File: src/rtl/fft_in_stream.sv
// Input-side sample FIFO for the FFT core: valid/ready write port, show-ahead read on req_in,
// one-cycle frame interrupt every 2^FFTSIZ accepted samples, sticky overflow/underflow flags.
module fft_in_stream #(
  parameter int NBITS  = 23,
  parameter int FFTSIZ = 3,
  parameter int DLOG   = 4
) (
  input  logic                    clk,
  input  logic                    rst,
  input  logic signed [NBITS-1:0] s_data,
  input  logic                    s_valid,
  output logic                    s_ready,
  output logic signed [NBITS-1:0] io_in,
  input  logic                    req_in,
  output logic                    itr,
  output logic [DLOG:0]           level,
  output logic                    ovf,
  output logic                    unf,
  input  logic                    clr
);

  localparam int            DEPTH   = 2 ** DLOG;
  localparam logic [DLOG:0] LVL_FULL = {1'b1, {DLOG{1'b0}}};
  localparam logic [DLOG:0] LVL_ONE  = {{DLOG{1'b0}}, 1'b1};

  logic signed [NBITS-1:0] mem [DEPTH];
  logic [DLOG-1:0]   wptr;
  logic [DLOG-1:0]   rptr;
  logic [FFTSIZ-1:0] fcnt;
  logic              empty;
  logic              wr;
  logic              rd;

  assign empty   = (level == '0);
  assign s_ready = (level != LVL_FULL);
  assign wr      = s_valid & s_ready;
  assign rd      = req_in & ~empty;

  // Asynchronous read so the head is valid in the same cycle req_in samples it.
  assign io_in = empty ? '0 : mem[rptr];

  always_ff @(posedge clk) begin
    if (wr) mem[wptr] <= s_data;
  end

  always_ff @(posedge clk or posedge rst) begin
    if (rst) begin
      wptr  <= '0;
      rptr  <= '0;
      level <= '0;
      fcnt  <= '0;
      itr   <= 1'b0;
      ovf   <= 1'b0;
      unf   <= 1'b0;
    end else begin
      if (wr) wptr <= wptr + DLOG'(1);
      if (rd) rptr <= rptr + DLOG'(1);

      case ({wr, rd})
        2'b10:   level <= level + LVL_ONE;
        2'b01:   level <= level - LVL_ONE;
        default: level <= level;
      endcase

      if (wr) fcnt <= fcnt + FFTSIZ'(1);
      itr <= wr && (fcnt == '1);

      // A set event in the same cycle as clr takes priority.
      if (s_valid && !s_ready) ovf <= 1'b1;
      else if (clr)            ovf <= 1'b0;

      if (req_in && empty) unf <= 1'b1;
      else if (clr)        unf <= 1'b0;
    end
  end

endmodule

File: config.mk
export PLATFORM = sky130hd
export DESIGN_NAME = fft_in_stream
export DESIGN_NICKNAME = d
export VERILOG_FILES = /design/src/rtl/fft_in_stream.sv
export SDC_FILE = /design/constraint.sdc
export NUM_CORES = 1
export LEC_CHECK = 0
export CORE_UTILIZATION = 56
export CTS_CLUSTER_SIZE = 10
export DETAILED_ROUTE_END_ITERATION = 12
export DONT_BUFFER_PORTS = 1
export PLACE_DENSITY = 0.74
export SLEW_MARGIN = 20
export SYNTH_ARGS = -nofsm -noshare
export SYNTH_HDL_FRONTEND = slang
export SYNTH_SLANG_ARGS = --single-unit
File: constraint.sdc
create_clock -name clk -period 3.25 [get_ports clk]
set_clock_uncertainty 0.15 [all_clocks]
set_input_delay 0.325 -clock clk [delete_from_list [all_inputs] [get_ports clk]]
set_output_delay 0.325 -clock clk [all_outputs]
set_load 0.1 [all_outputs]
### Yosys cells after proc, flatten, opt, wreduce, memory -nomap -nowiden

Memories as Yosys holds them, arrays and structs flattened.
Index checks and enable logic that the tools add are counted.

* input port bits: 28
* memories kept: 1
* word-level logic and storage cells: 35
* memory bits (writable): 368
* output and inout port bits: 32
* register bits: 19

Memories
* mem: depth 16, width 23, read ports 1, clocked after Yosys merged registers in 0, wr ports 1, RTL line 26 `logic signed [NBITS-1:0] mem [DEPTH];`

* add/sub/neg operators: 5
* bitwise logic cells: 3
* muxes and demuxes: 7
* eq/ne operators: 4
* reductions and logical operators: 8

Operator list (count)
* two-way mux 23 bit: 1
* one-hot mux 5 bit (2 select lines): 1
* adder 4 x 1 -> 4 bit, second input constant: 2
* nonzero test 2 bit: 3
* adder 5 x 1 -> 5 bit, second input constant: 1
* zero test 5 bit: 1
* two-way mux 1 bit: 5
* inequality test 5 bit, second input constant: 1
* subtractor 5 x 1 -> 5 bit, second input constant: 1
* adder 3 x 1 -> 3 bit, second input constant: 1
* equality test 3 bit, second input constant: 1
* logical AND 1 bit: 3
* bitwise AND 1 bit: 2
* equality test 2 x 1 -> 1 bit, second input constant: 1
* equality test 2 bit, second input constant: 1
* zero test 1 bit: 1
* NOT 1 bit: 1

### Longest topological paths before layout

* word-level depth: 5
* mapped depth: 13
* gate-level depth less buffers: 11

### Worst setup path before layout

OpenSTA, ideal clock, no wires.

* path kind: register to register
* start point: register level[2]
* end point: memory mem[0][0] (enable)
* cell stages (with the launch flop): 7
* path buffers: 2
* library setup time: 0.432 ns
* arrival: 3.565 ns
* required time: 2.668 ns
* clock period less this slack: 4.147 ns
* path slack: -0.897 ns
* path through: dfrtp_1 buf_2 nor4_4 a21boi_1 buf_2 nand2_1 nor3_1

* word-level cells in the longest chain between the ends: 4

RTL lines
* from (decl): RTL line 16 `output logic [DLOG:0] level,`
* from (signal assigned): RTL line 60 `2'b10: level <= level + LVL_ONE;`
* from (signal assigned): RTL line 61 `2'b01: level <= level - LVL_ONE;`
* from (signal assigned): RTL line 62 `default: level <= level;`
* inequality test 5 bit: RTL line 35 `assign s_ready = (level != LVL_FULL);`
* bitwise AND 1 bit: RTL line 36 `assign wr = s_valid & s_ready;`
* two-way mux 1 bit: RTL line 43 `if (wr) mem[wptr] <= s_data;`
* two-way mux 1 bit (implied by the code): RTL line 43
* to (decl): RTL line 26

No other way between the ends.

### Worst setup path in the final report

* start point: register level[0]
* end point: output io_in[21]

* word-level cells in the longest chain between the ends: 2

RTL lines
* zero test 5 bit: RTL line 34 `assign empty = (level == '0);`
* two-way mux 23 bit: RTL line 40 `assign io_in = empty ? '0 : mem[rptr];`
* to (decl): RTL line 13 `output logic signed [NBITS-1:0] io_in,`

No other way between the ends.

==> summary.txt <==
Finish
  – Storage cell area: approximately 12000 um2
  – # diodes: 0
  – Layout filler cell count: between 1500 and 2000
  – Final instance area: ~18000 um2
  – Most frequent cells in the layout: 368 x edfxtp_1, 89 x mux4_2, 46 x mux2i_1
  – Commonest non-fill, non-tap cell in the layout: edfxtp_1
  – Nets: ~830
  – Area Growth Syn to Fin: 18.9%
  – Area of the multi-input gates: around 3500 um2
  – Layout cells sized above 1: 0.325

Clocking
  – Post-CTS resize count: 0
  – Clock Latency Late Sink: 540 ps
  – CTS tree: done
  – CTS HTree Levels: 2
  – Clk pin slew, worst setup/hold paths: ~60 ps
  – CTS Sinks: approximately 390
  – Inserted Clock Buffers: 44
  – CTS Root Cell: clkbuf_16
  – Maximum number of buffers from clock root to sink: 3

Yosys
  – EDFF count, synth: about 370
  – Gate Count Post-Synth: between 600 and 700
  – Post-synthesis sequential area ratio: 0.763
  – Post-synth ARST share: 0.0491
  – Synth warn: 0
  – Mean Syn Cell Area: ~22 um2
  – Mapped Nets: just over 700
  – Synthesized flop and latch total: between 300 and 400
  – Top FF cell, synth: edfxtp_1
  – Synth cell types: 42
  – Post-Synthesis Cell Area: between 15000 and 20000 um2

Die
  – DIE AREA: roughly 28000 um2
  – Num ports: 60
  – Die width: between 150 and 200 um
  – Die Ht: ~170 um
  – Core area: around 26000 um2
  – Starting Density: 0.575
  – FP Rows: 59

STA
  – Crit path time final: ~3200 ps
  – RSZ-0062 raised after global routing: no
  – Hold Fails Final Rpt: 0
  – Worst-Margin Slew: ~910 ps
  – Final setup violation count: 0
  – Final worst-path cycle share: 0.973
  – Max_slew headroom: 0.395
  – PnR worst setup slack: around 90 ps
  – WHS: approximately 110 ps
  – Achievable frequency: 316 MHz
  – Pins Over Slew Limit: 0

Run status
  – Failing checks: DRC
  – Outcome: finished with violations

Placement
  – Port buffer count: 0
  – Pre-CTS setup slack: 475 ps
  – Placer congestion estimate: 0.774
  – Hpwl dp: between 15 and 20 mm
  – Placed instance area: approximately 16000 um2

Global routing
  – All-Layer GR Usage: 0.235
  – Largest net degree at the start of global routing: 49
  – Number of global-route vias before repair: about 7900
  – First-pass GRT wire length: around 48 mm
  – Initial antenna violation count: 0
  – Grt total ovfl: 0

Critical path
  – CP startpoint kind: flop
  – Critical Path Sink Type: output port
  – Data required, critical path: between 2000 and 3000 ps
  – Critical Path AT: ~2700 ps
  – Setup CP Type: reg -> out
  – Largest fanout on the critical path: 23

Detailed routing
  – Remaining DRCs: 2
  – DRT Pass-1 Iters: 9
  – Vias: about 7200
  – DR WL/cell: ~28 um
  – Final WL: ~31 mm
  – Initial DRC count: 727
  – Vias/cell: ~6.4
  – ANT nets after route: 0

Flow run
  – Max cap viols: 0

Power
  – LEAKAGE: 5.99 nW
  – Worst IR Drop VDD: roughly 0.83 mV
  – PD cells: between 1000 and 1500 nW/um2
  – Overall power: 19.2 mW

Worst hold path
  – HP Class: in -> reg
stage by stage:
step                      instances  utilization  setup TNS, ps
after floorplan                 684            -          -5750
after global routing           1131        0.683              0
after global placement         1047        0.626              0
final                          1131        0.683              0
after CTS                      1130        0.682              0
after detailed placement       1047        0.626              0
power breakdown:
part           internal (mW)  total [mW]  switching, mW
registers               6.06        6.55          0.482
logic                   3.34        8.40           5.07
clock network           2.45        4.21           1.76
worst paths after layout:
check | cells after the start | from | slack (ps) | endpoint
max reg2reg | 11 | level[2] | 470 | level[4]
min reg2reg | 1 | fcnt[0] | 350 | fcnt[0]
min | 3 | s_valid | 110 | wptr[0]
max in group asynchronous | 2 | rst | 2180 | rptr[2]
max | 7 | level[0] | 90 | io_in[21]
min in group asynchronous | 2 | rst | 210 | wptr[0]
layer usage:
layer	global-route usage	share of wire	up-vias
li1	-	-	3035
met1	0.315	0.40	3793
met2	0.399	0.51	297
met3	0.0374	0.063	61
met4	0.0781	0.024	0
met5	0	0	-
repair_timing:
| action | in CTS | in global routing |
|---|---|---|
| pin swaps | 0 | 0 |
| buffers inserted | 1 | 1 |
| endpoints found under the setup margin | 9 | 2 |
| endpoints found under the hold margin | 393 | 0 |
| hold buffers | 28 | 0 |
layout make-up:
type	count	area share
inverter	8	0.00167
clock inverter	3	0.00251
multi-input combinational	252	0.197
tap	335	0.0233
clock buffer	51	0.0633
timing repair buffer	95	0.0698
sequential	387	0.643
critical path: stages, from the launching register on:
cell	delay, ps
dfrtp_2	420
buf_4	250
or4_1	600
o21ai_4	170
buf_12	250
or4_1	160
o21ai_2	80
buf_12	190
registers in the layout, summed over array words and instances, names as in the netlist:
name	count
level	5
wptr	4
mem	368
unf	1
ovf	1
fcnt	3
rptr	4
itr	1
logic make-up after synthesis:
family	synth area share
DFF	0.763
muxes	0.169
and+or+nand+nor	0.0174
buffers and inverters	0.0179
AOI/OAI and AO/OA	0.0162
xor gates and xnor gates	0.00754
adders and majority gates	0.00829
Yosys cell counts (2+ instances only):
cell type  count  area, um2
edfxtp_1     368      11100
mux4_2        89       2000
mux2i_1       46        460
o22ai_1       25        156
buf_2         23        115
dfrtp_1       19        475
nor2_1        13       48.8
ha_1          10        125
inv_1          8       30.0
nand2_1        8       30.0
xnor2_1        7       61.3
buf_6          6       67.6
mux2_2         6       67.6
nand2b_1       6       37.5
xor2_1         6       52.6
nor3_1         4       20.0
o21ai_0        4       20.0
buf_1          3       11.3
clkbuf_1       3       11.3
nand3_1        3       15.0
nor2b_1        3       18.8
a21oi_1        2       10.0
and3_1         2       12.5
or4_1          2       15.0
No activity file was read; power rests on OpenSTA's default activity.
